`config.mk`:
```
export PLATFORM = sky130hd
export DESIGN_NAME = serial_t
export DESIGN_NICKNAME = d
export VERILOG_FILES = /design/src/rtl/serial_t.sv
export SDC_FILE = /design/constraint.sdc
export NUM_CORES = 1
export LEC_CHECK = 0
export ABC_AREA = 1
export CAP_MARGIN = 20
export CORE_MARGIN = 5
export CORE_UTILIZATION = 25
export CTS_CLUSTER_DIAMETER = 120
export DETAILED_ROUTE_END_ITERATION = 10
export GPL_ROUTABILITY_DRIVEN = 0
export PLACE_DENSITY = 0.48
export SETUP_SLACK_MARGIN = 0.1
export SLEW_MARGIN = 20
export SYNTH_ARGS = -nofsm -noshare
export SYNTH_HDL_FRONTEND = slang
export SYNTH_SLANG_ARGS = --single-unit
```
`constraint.sdc`:
```
create_clock -name clk -period 2.2 [get_ports clk]
set_clock_uncertainty 0.05 [all_clocks]
set_input_delay 0.44 -clock clk [delete_from_list [all_inputs] [get_ports clk]]
set_output_delay 0.44 -clock clk [all_outputs]
set_load 0.03 [all_outputs]
```
`src/rtl/serial_t.sv`:
```
// 8N1 UART transmitter: start bit, eight data bits LSB first, stop bit.
// tx and busy are both registered; the first start-bit cycle follows the accepting edge.
module serial_t #(
  parameter int CLK_PER_BIT = 50,
  parameter int CTR_SIZE    = 6
) (
  input  logic       clk,
  input  logic       rst,
  output logic       tx,
  input  logic       block,
  output logic       busy,
  input  logic [7:0] data,
  input  logic       send
);

  typedef enum logic [1:0] {
    IDLE      = 2'd0,
    START_BIT = 2'd1,
    DATA      = 2'd2,
    STOP_BIT  = 2'd3
  } state_e;

  state_e              state_q, state_d;
  logic [CTR_SIZE-1:0] ctr_q, ctr_d;
  logic [2:0]          idx_q, idx_d;
  logic [7:0]          data_q, data_d;
  logic                tx_q, tx_d;
  logic                busy_q, busy_d;
  logic                period_end;

  assign period_end = (ctr_q == CTR_SIZE'(CLK_PER_BIT - 1));
  assign tx         = tx_q;
  assign busy       = busy_q;

  // tx_d is derived from the state being entered so tx lines up with that state's first cycle.
  always_comb begin
    state_d = state_q;
    ctr_d   = ctr_q;
    idx_d   = idx_q;
    data_d  = data_q;
    tx_d    = tx_q;
    busy_d  = 1'b1;
    case (state_q)
      IDLE: begin
        tx_d   = 1'b1;
        busy_d = block;
        if (send && !block) begin
          data_d  = data;
          ctr_d   = '0;
          idx_d   = 3'd0;
          state_d = START_BIT;
          tx_d    = 1'b0;
          busy_d  = 1'b1;
        end
      end
      START_BIT: begin
        if (period_end) begin
          ctr_d   = '0;
          state_d = DATA;
          tx_d    = data_q[0];
        end else begin
          ctr_d = ctr_q + CTR_SIZE'(1);
          tx_d  = 1'b0;
        end
      end
      DATA: begin
        if (period_end) begin
          ctr_d = '0;
          if (idx_q == 3'd7) begin
            state_d = STOP_BIT;
            tx_d    = 1'b1;
          end else begin
            // Shift so the bit on the line is always data_q[0].
            idx_d  = idx_q + 3'd1;
            data_d = {1'b0, data_q[7:1]};
            tx_d   = data_q[1];
          end
        end else begin
          ctr_d = ctr_q + CTR_SIZE'(1);
          tx_d  = data_q[0];
        end
      end
      STOP_BIT: begin
        tx_d = 1'b1;
        if (period_end) begin
          ctr_d   = '0;
          state_d = IDLE;
          busy_d  = block;
        end else begin
          ctr_d = ctr_q + CTR_SIZE'(1);
        end
      end
      default: begin
        state_d = IDLE;
        tx_d    = 1'b1;
        busy_d  = 1'b0;
      end
    endcase
  end

  always_ff @(posedge clk) begin
    if (rst) begin
      state_q <= IDLE;
      ctr_q   <= '0;
      idx_q   <= 3'd0;
      data_q  <= 8'd0;
      tx_q    <= 1'b1;
      busy_q  <= 1'b0;
    end else begin
      state_q <= state_d;
      ctr_q   <= ctr_d;
      idx_q   <= idx_d;
      data_q  <= data_d;
      tx_q    <= tx_d;
      busy_q  <= busy_d;
    end
  end

endmodule

```
# Yosys cells after proc, flatten, opt, wreduce, memory -nomap -nowiden
# Cells that the tools add are included.
[classes] n_reduce_logical=7 mul=0 eq_ne=11 order_cmp=0 n_mux=25 n_bitwise=0 addsub=2 div_mod_pow=0 n_shift=0
[op_table] cell="8-bit 2-to-1 mux" n=3
[op_table] cell="8-bit one-hot mux with 2 select lines" n=1
[op_table] cell="6-bit 2-to-1 mux" n=2
[op_table] cell="2-bit != test (second input constant)" n=6
[op_table] cell="6-bit one-hot mux with 2 select lines" n=1
[op_table] cell="2-bit 2-to-1 mux" n=5
[op_table] cell="3-bit 2-to-1 mux" n=3
[op_table] cell="2-bit one-hot mux with 4 select lines" n=1
[op_table] cell="6-bit by 1-bit adder with 6-bit output (second input constant)" n=1
[op_table] cell="6-bit equality test (second input constant)" n=1
[op_table] cell="1-bit 2-to-1 mux" n=6
[op_table] cell="3-bit one-hot mux with 2 select lines" n=1
[op_table] cell="5-bit AND reduction" n=1
[op_table] cell="2-bit equality test (second input constant)" n=2
[op_table] cell="1-bit one-hot mux with 4 select lines" n=1
[op_table] cell="4-bit AND reduction" n=1
[op_table] cell="3-bit by 1-bit adder with 3-bit output (second input constant)" n=1
[op_table] cell="3-bit equality test (second input constant)" n=1
[op_table] cell="3-bit OR reduction" n=1
[op_table] cell="2-bit by 1-bit equality test with 1-bit output (second input constant)" n=1
[op_table] cell="2-bit logical NOT" n=1
[op_table] cell="1-bit one-hot mux with 2 select lines" n=1
[op_table] cell="2-bit nonzero test" n=1
[op_table] cell="1-bit logical AND" n=1
[op_table] cell="1-bit logical NOT" n=1
[word_totals] input_bits=12 romBits=0 mem_count=0 latchBits=0 output_inout_bits=2 reg_bits=21 ram_bits=0

# Depth between registers and ports, before layout
# Gate-level depths: netlist of run 1.
[depth] depth_word=4 depth_mapped=10 mapped_depth_nobuf=10

# Worst setup path after synthesis of run 1
# OpenSTA, ideal clock, no wires.
[synth_timing] path_kind="register to register" start="register state_q[0]" end="register idx_q[0]" synth_period_minus_slack_ps=1565 t_arrival_ps=1403 path_stages_with_launch=9 t_required_ps=2038 setup_ps=112 path_slack_ps=635 cell_sequence="dfxtp_1 -> inv_1 -> ha_1 -> buf_2 -> o21ai_4 -> nand3_4 -> buf_6 -> a21oi_2 -> nor2_1"
[synth_between] elab_chain_len=3
[synth_lines] element="from (decl)" line="23" rtl="state_e state_q, state_d;"
[synth_lines] element="from (signal assigned)" line="110" rtl="state_q <= state_d;"
[synth_lines] element="2-bit equality test or 2-bit logical NOT (tied branches)" line="43" rtl="case (state_q)"
[synth_lines] element="2-bit != test (no line) or 2-bit nonzero test (tied branches)"
[synth_lines] element="4-bit AND reduction (no line)"
[synth_lines] element="to (signal assigned)" line="112" rtl="idx_q <= idx_d;"
[synth_lines] element="to (decl)" line="25" rtl="logic [2:0] idx_q, idx_d;"
# Several ways; a longest one is shown, not always the timed one.
# A chain may end at the register's enable or synchronous reset.

# Final worst setup path of run 1
# Same ends and word-level chain as after synthesis.

==> key figures, run 1 <==
Outcome
  – Status: complete, no violations

Route
  – Via count: around 1,100
  – Routed WL: roughly 2800 µm
  – Via density: ~4.2
  – Pre-antenna DRT Iters: 4
  – DRC Markers: 0
  – Routed Antenna Nets: 0
  – Routed len/inst: slightly above 10 µm
  – DRT iter0 DRCs: 23

Clocking
  – Clock Latency Late Sink: 260 ps
  – # Post-CTS Setup Buffers: 0
  – Clock H-tree levels: 1
  – Clock buffer depth: 2
  – CTS sink count: 21
  – Gates resized, CTS repair: 0
  – CTS clk-pin slew, worst paths: 80 ps
  – Total CTS buffers: 3
  – CTS tree: yes
  – Root buffer cell: clkbuf_8
  – # hold bufs at CTS: 0

Pwr
  – Power Density: 1062 mW/mm²
  – P_leak: ~0.65 nW
  – Peak supply drop: 0.0002615 V

Final layout
  – Layout cell share with drive strength beyond 1: 11.68%
  – Post-Layout Cell Count: 267
  – Multi-input logic area: ~740 µm²
  – Area delta synth->final: 18.70%
  – Layout Nets: about 220
  – Ant diodes: 0
  – Register area: between 400 and 500 µm²
  – Filler Cell Count: 570

Global routing
  – Largest net degree at the start of global routing: 15
  – First-pass GRT wire length: 4816 µm
  – Overflow after GRT: 0
  – Tot GR Track Use: 9.355%
  – Initial antenna violation count: 0
  – Vias in the first global route: 1,075

Die
  – Die Ht: around 82 µm
  – I/O pins: 14
  – Die Wd: approximately 82 µm
  – Die ar.: around 0.0067 mm²
  – Initial Utilization: about a quarter
  – Core footprint: between 0.005 and 0.006 mm²
  – Row count: 26

Yosys
  – Yosys Warn Count: 0
  – EDFF count, synth: 0
  – Post-Synthesis Cell Area: roughly 0.0013 mm²
  – Part of the Yosys area used for sequential elements: roughly 33%
  – Synthesized Nets: between 200 and 250
  – Area contributors post-synth: dfxtp_1 33%, nand2_1 17%, ha_1 7.8%
  – Top FF cell, synth: dfxtp_1
  – Seq cells post-synth: 21
  – Synth area leader: dfxtp_1
  – Post-synthesis average cell area: approximately 7 µm²
  – Cells after Synth: roughly 180
  – Post-synth top area share: between 30% and 40%
  – Asr flop ratio synth: 0%
  – Post-synth top cells: 57 x nand2_1, 21 x dfxtp_1, 19 x inv_1
  – Distinct cell type count after synthesis: 28
  – Cell with the most instances after synthesis: nand2_1

Place
  – IO buf count: 13
  – Placed cells: 263
  – Post-DP HPWL: 2047 µm

Timing
  – Fmax: 0.5598 GHz
  – Final setup TNS: 0 ps
  – Tmin final: between 1500 and 2000 ps
  – Slew Viols, Final: 0
  – Final Hold Slack: about 420 ps
  – Final Setup Violations: 0
  – Final Hold Viols: 0
  – Slew margin rel.: about two thirds
  – RSZ-0062 raised after global routing: false
  – Final Cycle Share: around four fifths
  – Slew @ Worst Pin: between 400 and 500 ps

Worst setup path
  – Setup CP Type: flip-flop to flip-flop
  – CP Data Required Time: roughly 2400 ps
  – Max stage delay cell, worst path: ha_1
  – Crit. End Element: flip-flop
  – Worst Path Buf+Inv: 1
  – Crit-path cells: inv_1 -> ha_1 -> nand2_2 -> o21ai_4 -> nand3_4 -> nand2_1 -> nand2_1 -> nor2_1
  – Critical Path AT: around 1900 ps
  – CP delay by family, top: simple AND/OR/NAND/NOR gates
  – Setup crit start kind: flip-flop
  – CP max stage delay: 450 ps
  – Critical path's most frequent cell: nand2_1
  – CP max FO: 14

Worst hold path
  – Min-Delay Path Class: flip-flop to flip-flop

Flow run
  – Max-cap viol count: 0
-- area by class of cell --
class | instances | share of cell area (%)
timing repair buffer | 16 | 10.01
tap | 70 | 5.742
inverter | 22 | 5.496
sequential | 21 | 27.56
multi-input combinational | 134 | 48.24
clock buffer | 4 | 2.953
-- stage by stage --
stage	total power, mW	util [%]	instance area [µm²]	worst slack, ps
final	1.620	30.25	1525	413.6
after global routing	1.779	30.25	1525	236.1
after CTS	1.649	30.25	1525	380.0
after detailed placement	1.384	29.35	1480	283.1
after global placement	1.379	29.35	1480	322.5
after floorplan	1.227	-	1285	635.0
-- logic make-up (layout without fill, tap and decap cells) --
family                   after synthesis  count (layout)  share of synthesized area (%)
flip-flops                            21              21                          32.72
AND/OR/NAND/NOR                       98              98                          36.03
buffers and inverters                 28              42                          10.03
adder cells (fa/ha/maj)                8               8                          7.790
AO/OA/AOI/OAI                         27              27                          12.76
XOR/XNOR                               1               1                         0.6817
-- cell usage in the layout, fill, tap and decap left out --
cell type,Yosys,layout
clkbuf_8,0,3
nand2_4,2,2
a21oi_1,14,14
nand4_1,10,10
nor2_2,1,1
nor2_4,1,1
nor2_1,16,16
ha_1,8,8
clkdlybuf4s50_1,0,13
or2_2,1,1
o21a_1,1,1
inv_1,19,19
nand2_1,57,57
o21ai_4,1,1
inv_2,2,2
dfxtp_1,21,21
nand3_1,4,4
buf_4,0,3
clkbuf_1,1,1
o22ai_1,2,2
a31oi_1,1,1
and2_1,1,1
clkinv_2,1,1
nand3_4,2,2
o21ai_0,5,5
xor2_1,1,1
nand2_2,3,3
a21oi_2,3,3
-- worst register-to-register path: stages (launching register included) --
cell	delay [ps]
dfxtp_1	340
inv_1	90
ha_1	450
nand2_2	170
o21ai_4	160
nand3_4	210
nand2_1	120
nand2_1	50
nor2_1	90
-- path summary, 6_finish.rpt --
kind	to	from	depth (start not counted)	slack, ps
min reg2reg	data_q[2]	data_q[2]	2	420
max	idx_q[0]	state_q[0]	8	410
max reg2reg	idx_q[0]	state_q[0]	8	410
min	data_q[2]	data_q[2]	2	420
-- where the power goes --
part           switching (mW)  internal (mW)  leakage [nW]
logic                   0.508          0.303         0.456
registers              0.0641          0.488         0.172
clock network           0.127          0.129        0.0228
-- sequential cells by signal (all words and copies together), names as in the netlist --
register and cells:
busy 1, ctr_q 6, data_q 8, idx_q 3, state_q 2, tx 1
-- per-layer routing --
layer / up-vias / track usage (%) / wire length [µm] / share of wire, %
li1: 611 / - / - / -
met1: 495 / 12.78 / 1419 / 51
met2: 20 / 13.84 / 1162 / 42
met3: 5 / 2.083 / 123 / 4.5
met4: 0 / 4.485 / 56 / 2.0
met5: - / 0 / 0 / 0
Note: power is estimated with default switching activity, not from simulation.
==> run 2: changes to the inputs <==
==> constraint.sdc (replaced) <==
create_clock -name clk -period 1.8 [get_ports clk]
set_clock_uncertainty 0.05 [all_clocks]
set_input_delay 0.36 -clock clk [delete_from_list [all_inputs] [get_ports clk]]
set_output_delay 0.36 -clock clk [all_outputs]
set_load 0.03 [all_outputs]
==> run 2 against run 1 <==
Highest routed layer unchanged. Register-to-register slack lost 140 ps. Non-clock buffer count rose by 1. Sequential share of layout area decreased by 0.83 points. Largest cell class unchanged. Total power rose by 28%. Count of clock-buffer cells in the layout stayed put. Worst hold slack lost 1.0 ps. Utilization up 0.94 points. First-iteration DRC count is 130% higher. Critical endpoint is now tx. Routed wire length down 0.11%. Die area did not move.
==> key figures, run 2 (synthesis results as in run 1) <==
Worst hold path
  – Min-Delay Path Class: flip-flop to flip-flop
  – Hold wc startpoint: data_q[2]

Worst setup path
  – Worst Path Buf+Inv: 1
  – Max stage delay cell, worst path: clkdlybuf4s50_1
  – Reg2Reg Launch Point: state_q[0]
  – Critical Path AT: 1220 ps
  – CP max stage delay: approximately 660 ps
  – CP delay by family, top: buffers and inverters
  – Setup crit start kind: flip-flop
  – CP max FO: 1
  – Crit-path cells: clkdlybuf4s50_1
  – CP Data Required Time: about 1400 ps
  – Setup CP Type: flip-flop to primary output
  – Crit. End Element: primary output
  – Setup crit start: tx

Timing
  – Fmax: slightly above 0.6 GHz
  – Final Cycle Share: a little over 90%
  – Fin worst setup slack: about 170 ps
  – Slew Viols, Final: 0
  – Tmin final: roughly 1600 ps
  – RSZ-0062 raised after global routing: false
  – Final Setup Violations: 0
  – Final setup TNS: 0 ps
  – Slew margin rel.: 79.69%
  – Slew @ Worst Pin: around 300 ps
  – Final Hold Viols: 0

Die
  – Row count: 26
  – Die ar.: roughly 0.0067 mm²
  – Initial Utilization: 25.48%
  – Die Wd: around 82 µm
  – Die Ht: 81.70 µm
  – Core footprint: slightly above 0.005 mm²
  – I/O pins: 14

Route
  – Pre-antenna DRT Iters: 4
  – Via density: ~4.2
  – Routed Antenna Nets: 0
  – DRT iter0 DRCs: 54
  – DRC Markers: 0
  – Routed WL: 2758 µm
  – Via count: 1,132
  – Routed len/inst: approximately 10 µm

Final layout
  – Largest registers: data_q: 8 flops, ctr_q: 6 flops, idx_q: 3 flops
  – Layout Nets: 220
  – Layout cell share with drive strength beyond 1: ~14%
  – Final core utilization: between 30% and 40%
  – Ant diodes: 0
  – Max reg flops: 8
  – Commonest non-fill, non-tap cell in the layout: nand2_1
  – Filler Cell Count: 563
  – Most frequent cells in the layout: 57 x nand2_1, 21 x dfxtp_1, 19 x inv_1, 16 x nor2_1, 14 x a21oi_1
  – Area delta synth->final: 22.40%
  – Top reg by flops: data_q

Global routing
  – Tot GR Track Use: about a tenth
  – Vias in the first global route: 1,112
  – Initial antenna violation count: 0
  – Largest net degree at the start of global routing: 15
  – First-pass GRT wire length: a little under 5000 µm
  – Overflow after GRT: 0

Place
  – Post-DP HPWL: around 2000 µm
  – Pre-CTS setup slack: between 70 and 80 ps
  – IO buf count: 13

Pwr
  – Combinational share of power: between 50 and 60%
  – P_leak: around 0.66 nW
  – Internal power: approximately 1.2 mW
  – Peak supply drop: between 0.0003 and 0.0004 V
  – Sw power: between 0.8 and 0.9 mW
  – Power Density: ~1300 mW/mm²
  – Sw Share: 42.93%
  – Seq pwr share: 32.7%
  – Clock power share: 15.1%

Clocking
  – CTS tree: yes
  – Root buffer cell: clkbuf_8
  – Clock buffer depth: 2
  – CTS clk-pin slew, worst paths: about 80 ps
  – Clock Latency Late Sink: ~260 ps
  – Total CTS buffers: 3
  – CTS sink count: 21
  – Clock H-tree levels: 1

Flow run
  – Max-cap viol count: 0

Outcome
  – Status: complete, no violations
-- run 2: path summary, 6_finish.rpt --
check | endpoint | slack, ps | depth (start not counted)
max reg2reg | idx_q[0] | 270 | 6
min reg2reg | data_q[2] | 420 | 2
min | data_q[2] | 420 | 2
max | tx | 170 | 1
-- run 2: power groups by stage --
stage                     sequential (mW)  combinational, mW  clock, mW
after floorplan                     0.705              0.795          0
after global placement              0.685               1.02          0
after detailed placement            0.686               1.02          0
after CTS                           0.676               1.03      0.329
after global routing                0.699               1.24      0.353
final                               0.679               1.09      0.313
-- run 2: timing repair --
action                                  4_1_cts  5_1_grt
hold buffers                                  0        0
setup buffers                                 0        0
resized for setup                             0        5
endpoints found under the setup margin        0       14
-- run 2: per-stage QoR --
step / std cells / instance area (µm²) / total power [mW] / hold slack [ps]
6_report: 269 / 1573 / 2.078 / 419.6
4_1_cts: 268 / 1533 / 2.031 / 420.8
2_1_floorplan: 183 / 1285 / 1.500 / 379.4
3_5_place_dp: 264 / 1488 / 1.710 / 408.3
3_3_place_gp: 264 / 1488 / 1.709 / 405.9
5_1_grt: 269 / 1573 / 2.297 / 458.8
-- run 2: area by class of cell --
class / instances / area, µm² / area share (%)
clock buffers: 4 / 45.04 / 2.864
inverters: 22 / 83.83 / 5.330
multi-input cells: 135 / 775.7 / 49.32
flip-flops and latches: 21 / 420.4 / 26.73
well taps: 70 / 87.58 / 5.569
repair buffers: 17 / 160.2 / 10.18
-- run 2: layer usage --
layer,track usage (%),vias up,part of all wire (%)
met2,14.09,15,41
met3,2.193,4,4.4
met4,2.990,0,0.91
met5,0,-,0
li1,-,619,-
met1,12.95,494,53
==> run 3: changes to the inputs <==
--- a/config.mk
+++ b/config.mk
@@ -11,7 +11,6 @@
 export CORE_UTILIZATION = 25
 export CTS_CLUSTER_DIAMETER = 120
 export DETAILED_ROUTE_END_ITERATION = 10
-export GPL_ROUTABILITY_DRIVEN = 0
 export PLACE_DENSITY = 0.48
 export SETUP_SLACK_MARGIN = 0.1
 export SLEW_MARGIN = 20
==> results of run 3 <==
Same layout as run 2: the final DEF is identical, and so are final timing and power.
